--- config.mk ---
export PLATFORM = sky130hd
export DESIGN_NAME = upsample
export DESIGN_NICKNAME = d
export VERILOG_FILES = /design/src/rtl/upsample.sv
export SDC_FILE = /design/constraint.sdc
export NUM_CORES = 1
export LEC_CHECK = 0
export ABC_AREA = 1
export BUFFER_PORTS_ARGS = -buffer_cell sky130_fd_sc_hd__buf_2
export CORE_UTILIZATION = 26
export CTS_CLUSTER_SIZE = 20
export DETAILED_ROUTE_END_ITERATION = 8
export REMOVE_ABC_BUFFERS = 1
export SYNTH_ARGS = -nofsm -noshare
export SYNTH_HDL_FRONTEND = slang
export SYNTH_SLANG_ARGS = --single-unit
--- constraint.sdc ---
create_clock -name clk_i -period 1 [get_ports clk_i]
set_input_delay 0.15 -clock clk_i [delete_from_list [all_inputs] [get_ports clk_i]]
set_output_delay 0.15 -clock clk_i [all_outputs]
set_load 0.02 [all_outputs]
--- src/rtl/upsample.sv ---
// Nearest-neighbour temporal upsampler.
//
// Accepts one signed sample per input handshake and replays it FACTOR times on the
// output stream. last_o accompanies only the final replica of a sample that arrived
// with last_i set. A new sample may be accepted in the same cycle as the final beat
// of the previous one, so full rate is sustained.
//
// Ports:
//   clk_i    - clock, all state on rising edge
//   rst_n_i  - asynchronous active-low reset
//   data_i   - signed input sample (BW bits)
//   valid_i  - input sample valid
//   last_i   - input sample is final sample of frame
//   ready_o  - block can accept a sample this cycle
//   data_o   - signed output sample (registered)
//   valid_o  - output sample valid (registered)
//   last_o   - output beat is final beat of frame
//   ready_i  - downstream can accept this cycle
module upsample #(
    parameter int unsigned BW     = 8,
    parameter int          FACTOR = 2
) (
    input  logic                 clk_i,
    input  logic                 rst_n_i,
    input  logic signed [BW-1:0] data_i,
    input  logic                 valid_i,
    input  logic                 last_i,
    output logic                 ready_o,
    output logic signed [BW-1:0] data_o,
    output logic                 valid_o,
    output logic                 last_o,
    input  logic                 ready_i
);

    localparam int CntW = (FACTOR > 1) ? $clog2(FACTOR) : 1;
    localparam logic [CntW-1:0] LastCnt = CntW'(FACTOR - 1);

    if (FACTOR < 1) begin : gen_factor_check
        $error("upsample: FACTOR must be at least 1");
    end

    typedef enum logic [0:0] {StEmpty, StEmit} state_e;

    state_e                state_q, state_d;
    logic signed [BW-1:0]  data_q, data_d;
    logic                  last_q, last_d;
    logic [CntW-1:0]       cnt_q, cnt_d;

    logic at_end;
    logic accept;
    logic beat;

    assign at_end  = (cnt_q == LastCnt);
    assign valid_o = (state_q == StEmit);
    assign data_o  = data_q;
    assign last_o  = valid_o & last_q & at_end;

    // ready_i feeds ready_o combinationally so the final replica and the next
    // accept can share a cycle.
    assign ready_o = (state_q == StEmpty) | (ready_i & at_end);
    assign accept  = valid_i & ready_o;
    assign beat    = valid_o & ready_i;

    always_comb begin
        state_d = state_q;
        data_d  = data_q;
        last_d  = last_q;
        cnt_d   = cnt_q;
        unique case (state_q)
            StEmpty: begin
                if (accept) begin
                    state_d = StEmit;
                    data_d  = data_i;
                    last_d  = last_i;
                    cnt_d   = '0;
                end
            end
            StEmit: begin
                if (beat) begin
                    if (!at_end) begin
                        cnt_d = cnt_q + CntW'(1);
                    end else if (accept) begin
                        data_d = data_i;
                        last_d = last_i;
                        cnt_d  = '0;
                    end else begin
                        state_d = StEmpty;
                        cnt_d   = '0;
                    end
                end
            end
            default: state_d = StEmpty;
        endcase
    end

    always_ff @(posedge clk_i or negedge rst_n_i) begin
        if (!rst_n_i) begin
            state_q <= StEmpty;
            data_q  <= '0;
            last_q  <= 1'b0;
            cnt_q   <= '0;
        end else begin
            state_q <= state_d;
            data_q  <= data_d;
            last_q  <= last_d;
            cnt_q   <= cnt_d;
        end
    end

endmodule
==> results of run 1 <==
## what timing repair did
action | 4_1_cts | 5_1_grt
hold buffers | 1 | 0
gates resized for setup | 10 | 8
endpoints found under the hold margin | 11 | 0
pin swaps | 2 | 4
setup buffers | 1 | 0
endpoints found under the setup margin | 3 | 12
## critical path: stages, from the launching register on
cell and delay (ps):
dfrtp_1 400, buf_6 130, nand2_2 40, nor2_1 30, buf_4 150
## per-layer routing
metal	wire (µm)	vias up	track usage	share of wire
met2	574	13	0.165	0.53
met4	13	0	0.0909	0.012
met1	450	218	0.142	0.42
met5	0	-	0	0
met3	42	2	0.0490	0.039
li1	-	229	-	-
## synth_stat cells
cell type	number	area, µm²
buf_6	2	22.5
dfrtp_1	11	275
inv_1	2	7.51
nand2_1	25	93.8
nand2_2	2	12.5
nand3_1	10	50.1
nor2_1	2	7.51
## per-stage QoR
step,setup TNS [ps],area [µm²]
6_report,-352,722
2_1_floorplan,-908,447
3_3_place_gp,0,607
3_5_place_dp,0,607
5_1_grt,-814,722
4_1_cts,-358,688
## power by group through the flow
stage / clock (µW) / combinational, µW / sequential [µW]
CTS: 315 / 953 / 769
global placement: 0 / 833 / 768
finish: 300 / 998 / 779
global route: 338 / 1080 / 806
detailed placement: 0 / 847 / 765
floorplan: 0 / 284 / 980
## state kept, by name (all words and copies together), names as in the netlist
| name | count |
|---|---|
| at_end | 1 |
| last_q | 1 |
| valid_o | 1 |
| data_o | 8 |
## path summary, 6_finish.rpt
path / start / endpoint / slack (ps) / cells past startpoint
min: data_i[0] / data_o[0]$_DFFE_PN0P_ / 110 / 3
min reg2reg: data_o[7]$_DFFE_PN0P_ / data_o[7]$_DFFE_PN0P_ / 480 / 2
max in group asynchronous: rst_n_i / valid_o$_DFF_PN0_ / 520 / 2
min in group asynchronous: rst_n_i / data_o[5]$_DFFE_PN0P_ / 280 / 2
max: at_end$_DFFE_PN0P_ / last_o / -150 / 4
max reg2reg: at_end$_DFFE_PN0P_ / last_q$_DFFE_PN0P_ / -30 / 6
## cells by family (layout without fill, tap and decap cells)
family | Yosys count | in the layout
AND/OR/NAND/NOR | 39 | 39
flip-flops | 11 | 11
buffers and inverters | 4 | 33
## placed cells by master (no fill, tap or decap)
cell type and instances:
buf_2 21, buf_4 1, buf_6 4, clkbuf_1 1, clkbuf_4 3, dfrtp_1 11, dlygate4sd3_1 1, inv_1 2
nand2_1 20, nand2_2 6, nand2_8 1, nand3_1 5, nand3_2 5, nor2_1 2
## layout make-up
class	instances	share of cell area
Sequential cell	11	0.381
Multi-Input combinational cell	39	0.298
Tap cell	24	0.0416
Timing Repair Buffer	27	0.232
Inverter	2	0.0104
Clock buffer	4	0.0364
==> results.yml, run 1 <==
outcome:
  outcome: "finished with violations"
  violations: "negative setup slack"
grt:
  grt_max_degree: 13
  grt_pass1_wl_um: 1610
  grt_pass1_vias: 374
  antenna_found_initial: 0
  grt_util_all_layers: 0.118
  gr-total-overflow: 0
logic_synthesis:
  yosys_warnings: 0
  synthCells: 54
  synth_fa_ha_area_frac: 0
  syn-cell-area_um2: 469
  synth-seq-cells: 11
  synth_compound_area_frac: 0
  synthMuxAreaShare: 0
  ys_seq_area_frac: 0.587
  yosysUniqueCellTypes: 7
  synthXorXnorAreaFrac: 0
  avgSynthCellArea_um2: 8.69
  synthSimpleGateAreaFrac: 0.349
  synth_top_family_by_area: "simple AND/OR/NAND/NOR gates"
floorplanning:
  core_region_area_um2: 1590
  die_x_um: 44.5
  die_area_um2: 1980
  initial_core_util: 0.294
  io_pins: 24
  placementRows: 14
  die_y_um: 44.5
power:
  internal-power_uw: 1210
  power_frac_comb: 0.481
  p_sw_frac: 0.419
  p_switching_uw: 871
  peakVddDrop_mv: 1.16
  p_total_uw: 2080
  powerDensity_nw_per_um2: 2880
  p_clk_frac: 0.144
  leakagePower_uw: 0.000394
  p_seq_frac: 0.375
detailed_routing:
  drtIter0Drc: 5
  routed_wl_um: 1080
  drc_errors: 0
  postRouteAntennaNets: 0
  firstDrtPassIters: 4
  wl_per_cell_um: 10.1
  via_per_inst: 4.32
  vias: 462
clocking:
  cts_htree_levels: 1
  cts_buffer_depth: 2
  clkSinkCount: 11
  clkSlewWorstSetupHoldPaths_ps: 70
  cts_tree: "done"
  clk_latency_ps: 260
  cts_made_buffers: 3
  cts-root-buf: "clkbuf_4"
timing:
  fin_ws_ps: -154
  period_needed_ps: 1150
  rsz0062_at_grt: "yes"
  finClkSkew_ps: 2.72
  slew_headroom: 0.782
  setup_viol: 7
  final_hold_viol_count: 0
  min_period_over_period: 1.15
  drv_slew: 0
  timing.fmax_mhz: 867
  holdWs_ps: 111
  tightest_slew_ps: 327
critical_path:
  arrival_ps: 1000
  worstPathRequired_ps: 850
  start_kind: "flip-flop"
  critical_path.endpoint_type: "primary output"
  path_class: "flip-flop to primary output"
  path_max_fanout: 3
cells_and_area:
  nFillCells: 171
  regArea_um2: 275
  final-instance-count-excl-fill: 107
  drive_gt1_frac: 0.494
  utilization: 0.453
  area_growth_pct: 53.9
  multiInputGateArea_um2: 215
  n_antenna_cell: 0
  fin_nets: 97
place:
  gp_congestion: 0.710
  numPortBuffers: 23
  dp.cells: 101
  dp_hpwl_um: 786
  post-place-ws_ps: 35.7
run:
  maxCapViolCount: 0
min_path:
  hp-class: "input pin to flip-flop"
Power figures use the tool's default switching activity.
==> inputs of run 2 (changes only) <==
--- a/config.mk
+++ b/config.mk
@@ -10,6 +10,7 @@
 export CORE_UTILIZATION = 26
 export CTS_CLUSTER_SIZE = 20
 export DETAILED_ROUTE_END_ITERATION = 8
+export PLACE_DENSITY = 0.47
 export REMOVE_ABC_BUFFERS = 1
 export SYNTH_ARGS = -nofsm -noshare
 export SYNTH_HDL_FRONTEND = slang
==> run 2 against run 1 <==
Net effect: sequential share of layout area is 1.9 points lower; largest power group unchanged; the flow still finishes with violations (negative setup slack); power is 3.8% higher; first-iteration DRC count is 60% lower; worst hold slack better by 2.3 ps; register-to-register slack hardly changed; count of clock-buffer cells in the layout stayed put; via count is 6.1% lower; die area stayed put; utilization is 2.6 points higher; largest cell class unchanged; critical path depth is 1 lower; wire length is 5.5% higher.
==> results.yml, run 2 (synthesis gave the netlist of run 1 again) <==
critical_path:
  arrival_ps: 960
  worstPathRequired_ps: 850
  critical_path.endpoint_type: "primary output"
  path_cells: "inv_2 > nor2_2 > buf_6"
  slowest_stage: "dfrtp_2"
  path_class: "flip-flop to primary output"
  start_kind: "flip-flop"
  slowest_delay_ps: 420
  path_max_fanout: 4
floorplanning:
  die_y_um: 44.5
  initial_core_util: 0.294
  die_x_um: 44.5
  placementRows: 14
  die_area_um2: 1980
  core_region_area_um2: 1590
  io_pins: 24
detailed_routing:
  via_per_inst: 4.02
  firstDrtPassIters: 2
  drc_errors: 0
  wl_per_cell_um: 10.5
  drtIter0Drc: 2
  vias: 434
  postRouteAntennaNets: 0
  routed_wl_um: 1140
cells_and_area:
  n_antenna_cell: 0
  final_cell_mix: "nand2_1, buf_2, dfrtp_1"
  final_common_cell: "nand2_1"
  fin_nets: 98
  area_growth_pct: 62.7
  utilization: 0.479
  final-instance-count-excl-fill: 108
  drive_gt1_frac: 0.536
  largest_register_ffs: 8
min_path:
  hp-class: "input pin to flip-flop"
clocking:
  clk_latency_ps: 260
  cts-root-buf: "clkbuf_4"
  cts_htree_levels: 1
  cts_made_buffers: 3
  clkSinkCount: 11
  clkSlewWorstSetupHoldPaths_ps: 70
  cts_tree: "done"
  cts_buffer_depth: 2
grt:
  grt_util_all_layers: 0.134
  grt_pass1_wl_um: 1840
  grt_max_degree: 13
  grt_pass1_vias: 440
  antenna_found_initial: 0
  gr-total-overflow: 0
timing:
  min_period_over_period: 1.11
  fin_ws_ps: -108
  timing.fmax_mhz: 903
  holdWs_ps: 113
  tns_ps: -379
  rsz0062_at_grt: "yes"
  setup_viol: 11
  drv_slew: 0
  finClkSkew_ps: 3.17
  final_hold_viol_count: 0
  period_needed_ps: 1110
  tightest_slew_ps: 374
  slew_headroom: 0.751
place:
  numPortBuffers: 23
  dp.cells: 101
  dp_hpwl_um: 779
  gp_congestion: 0.684
outcome:
  violations: "negative setup slack"
  outcome: "finished with violations"
power:
  p_total_uw: 2160
  leakagePower_uw: 0.000405
  peakVddDrop_mv: 1.06
  powerDensity_nw_per_um2: 2820
run:
  maxCapViolCount: 0
## run 2: report_power, final
part	switching [µW]	internal (µW)	leakage, µW
logic	604	464	0.000257
clock network	147	154	0.0000150
registers	134	652	0.000133
## run 2: timing repair
action,in CTS,in global routing
endpoints found under the setup margin,3,14
pin swaps,10,3
buffers inserted,2,0
hold endpoints to repair,11,0
resized for setup,16,12
hold buffers,1,0
cloned,0,0
## run 2: final cells by class
class                           count  area, µm²
Tap cell                           24       30.0
Sequential cell                    11        277
Clock buffer                        4       26.3
Multi-Input combinational cell     39        225
Fill cell                         172        831
Inverter                            2       7.51
Timing Repair Buffer               28        198
## run 2: metrics by stage
stage	setup WS [ps]	area, µm²
detailed placement	44.1	607
floorplan	-97.2	447
finish	-108	763
global route	-184	763
CTS	-127	723
global placement	52.3	607
## run 2: final timing paths
kind	from	endpoint	slack (ps)	cells past startpoint
worst min-delay path	data_i[4]	data_o[4]$_DFFE_PN0P_	110	3
min in group asynchronous	rst_n_i	last_q$_DFFE_PN0P_	280	2
worst max-delay path	valid_o$_DFF_PN0_	last_o	-110	3
worst max register to register	at_end$_DFFE_PN0P_	data_o[0]$_DFFE_PN0P_	-40	6
worst min register to register	data_o[6]$_DFFE_PN0P_	data_o[6]$_DFFE_PN0P_	470	2
max in group asynchronous	rst_n_i	valid_o$_DFF_PN0_	500	2
## run 2: metal layers
metal / vias to the layer above / part of all wire / track usage
met4: 0 / 0 / 0.0727
met2: 10 / 0.51 / 0.218
li1: 228 / - / -
met3: 0 / 0.026 / 0.0490
met5: - / 0 / 0
met1: 196 / 0.46 / 0.153
## run 2: critical path, delay by kind of cell (launching register included)
kind,cells,cell delay (ps)
buffers and inverters,2,170
and+or+nand+nor,1,110
DFF,1,420
==> inputs of run 3 (changes only) <==
--- a/config.mk
+++ b/config.mk
@@ -5,13 +5,13 @@
 export SDC_FILE = /design/constraint.sdc
 export NUM_CORES = 1
 export LEC_CHECK = 0
-export ABC_AREA = 1
 export BUFFER_PORTS_ARGS = -buffer_cell sky130_fd_sc_hd__buf_2
 export CORE_UTILIZATION = 26
 export CTS_CLUSTER_SIZE = 20
 export DETAILED_ROUTE_END_ITERATION = 8
-export PLACE_DENSITY = 0.47
+export PLACE_DENSITY = 0.44
 export REMOVE_ABC_BUFFERS = 1
 export SYNTH_ARGS = -nofsm -noshare
 export SYNTH_HDL_FRONTEND = slang
 export SYNTH_SLANG_ARGS = --single-unit
+export TNS_END_PERCENT = 20
==> run 3 against run 2 <==
Net effect: the run still ends with negative setup slack left; highest routed layer is now met4; sequential power fell by 18%; die area is 24% higher; clock skew about the same; flip-flop and latch count stayed put; combinational power fell by 22%.
==> results.yml, run 3 <==
clocking:
  clkSlewWorstSetupHoldPaths_ps: 70
  cts_made_buffers: 3
  cts_buffer_depth: 2
  cts_tree: "done"
  cts-root-buf: "clkbuf_4"
  clkSinkCount: 11
  cts_htree_levels: 1
  clk_latency_ps: 270
floorplanning:
  die_area_um2: 2460
  die_y_um: 49.6
  initial_core_util: 0.288
  die_x_um: 49.6
  io_pins: 24
  placementRows: 16
  core_region_area_um2: 2040
critical_path:
  reg2reg_slack_ps: -70
  critical_path.endpoint_type: "primary output"
  slowest_stage: "dfrtp_2"
  reg2regPathDepth: 4
  path_class: "flip-flop to primary output"
  crit_buf_inv: 2
  slowest_delay_ps: 440
  path_common_cell: "buf_6"
  path_max_fanout: 3
  worstPathRequired_ps: 850
  r2r-start: "valid_o$_DFF_PN0_"
  reg2reg_to: "data_o[6]$_DFFE_PN0P_"
  path_cells: "buf_6 > and3_4 > buf_6"
  arrival_ps: 1100
  start_kind: "flip-flop"
  path_delay_family: "flip-flops"
outcome:
  violations: "negative setup slack"
  outcome: "finished with violations"
logic_synthesis:
  yosys_warnings: 0
  synth_common_cells: "dfrtp_1, nand2_1, inv_1, o32ai_2"
  syn-cell-area_um2: 588
  yosys-top-cells-area: "dfrtp_1, o32ai_2, nand2_1"
  yosysUniqueCellTypes: 16
  async_reset_ff_frac: 1.00
  ys_seq_area_frac: 0.468
  synth-seq-cells: 11
  netlist.top_cell.by_area: "dfrtp_1"
  synthCells: 51
  post-synth-top-count-cell: "dfrtp_1"
  synth_edf_count: 0
  yosys_most_used_dff: "dfrtp_1"
  avgSynthCellArea_um2: 11.5
  synth_top_area_frac: 0.468
place:
  dp_hpwl_um: 897
  numPortBuffers: 23
  dp.cells: 104
  gp_congestion: 0.665
  post-place-ws_ps: -30.7
min_path:
  hold_start: "data_i[2]"
  hold_depth: 3
  hp-class: "input pin to flip-flop"
  holdPathEnd: "data_o[2]$_DFFE_PN0P_"
power:
  internal-power_uw: 1160
  powerDensity_nw_per_um2: 1990
  p_clk_frac: 0.175
  leakagePower_uw: 0.000455
  p_sw_frac: 0.351
  p_switching_uw: 626
  power_frac_comb: 0.466
  p_seq_frac: 0.359
  peakVddDrop_mv: 0.941
grt:
  antenna_found_initial: 0
  grt_util_all_layers: 0.124
  grt_max_degree: 12
  grt_pass1_wl_um: 2240
  grt_pass1_vias: 495
  gr-total-overflow: 0
timing:
  slew_headroom: 0.827
  setup_viol: 14
  min_period_over_period: 1.25
  final_hold_viol_count: 0
  timing.fmax_mhz: 802
  fin_ws_ps: -247
  rsz0062_at_grt: "yes"
  drv_slew: 0
  finClkSkew_ps: 3.51
  tightest_slew_ps: 259
  period_needed_ps: 1250
  tns_ps: -1280
cells_and_area:
  drive_gt1_frac: 0.616
  fin_nets: 100
  final_cell_mix: "buf_2, nand2_1, dfrtp_1"
  utilization: 0.439
  n_antenna_cell: 0
  largest_register_ffs: 8
  area_growth_pct: 52.6
  final-instance-count-excl-fill: 113
  final_common_cell: "buf_2"
detailed_routing:
  via_per_inst: 4.35
  wl_per_cell_um: 11.7
  firstDrtPassIters: 2
  vias: 492
  drc_errors: 0
  drtIter0Drc: 3
  routed_wl_um: 1320
  postRouteAntennaNets: 0
run:
  maxCapViolCount: 0
[run 3: cell count changes in the layout (fill, tap and decap cells not counted), sizes merged, moves of 2 or more]
| cell | previous run | this run |
|---|---|---|
| nand2 | 27 | 10 |
| nand3 | 10 | 0 |
| o32ai | 0 | 9 |
| inv | 2 | 10 |
| buf | 27 | 34 |
| and3 | 0 | 2 |
| nor2 | 2 | 0 |
[run 3: cell families (layout without fill, tap and decap cells)]
kind of cell / after synthesis / after routing / synth area share
AO/OA/AOI/OAI: 10 / 10 / 0.268
buffers and inverters: 14 / 49 / 0.111
flip-flops: 11 / 11 / 0.468
multiplexers: 2 / 2 / 0.0362
AND/OR/NAND/NOR: 14 / 14 / 0.117
[run 3: final cells by class]
class,count,area (µm²)
Clock buffer,4,26.3
Fill cell,219,1140
Inverter,10,37.5
Multi-Input combinational cell,26,265
Sequential cell,11,277
Tap cell,27,33.8
Timing Repair Buffer,35,258
[run 3: metal layers]
layer / up-vias / global-route usage / wire length [µm]
met1: 226 / 0.150 / 601
met2: 20 / 0.196 / 596
met5: - / 0 / 0
met4: 0 / 0.0571 / 15
met3: 2 / 0.0401 / 107
li1: 244 / - / -
[run 3: worst max path at each step]
| stage | startpoint | cells after the start | endpoint |
|---|---|---|---|
| CTS | valid_o$_DFF_PN0_ | 3 | valid_o |
| finish | at_end$_DFFE_PN0P_ | 3 | last_o |
| floorplan | valid_o$_DFF_PN0_ | 2 | data_o[3]$_DFFE_PN0P_ |
| global route | valid_o$_DFF_PN0_ | 3 | ready_o |
| global placement | at_end$_DFFE_PN0P_ | 3 | data_o[3]$_DFFE_PN0P_ |
| detailed placement | valid_o$_DFF_PN0_ | 3 | at_end$_DFFE_PN0P_ |
[run 3: power groups by stage]
stage / Sequential (µW) / Combinational (µW) / Clock (µW)
global route: 656 / 901 / 349
CTS: 636 / 789 / 328
global placement: 637 / 734 / 0
detailed placement: 640 / 732 / 0
finish: 641 / 832 / 313
floorplan: 776 / 330 / 0
[run 3: worst min-delay path: stages]
cell and delay [ps]:
buf_2 100, nand2_1 70, o32ai_2 70
[run 3: per-stage QoR]
step	area, µm²	hold WS, ps	total power (µW)
after global routing	897	144	1910
after global placement	774	44.6	1370
after detailed placement	774	39.9	1370
final	897	142	1790
after CTS	848	131	1750
after floorplan	561	-146	1110
[run 3: repair_timing]
| action | CTS | global route |
|---|---|---|
| hold buffers | 1 | 0 |
| pin swaps | 10 | 1 |
| setup buffers | 1 | 3 |
| hold endpoints to repair | 11 | 0 |
| endpoints found under the setup margin | 13 | 15 |
| resized for setup | 8 | 8 |
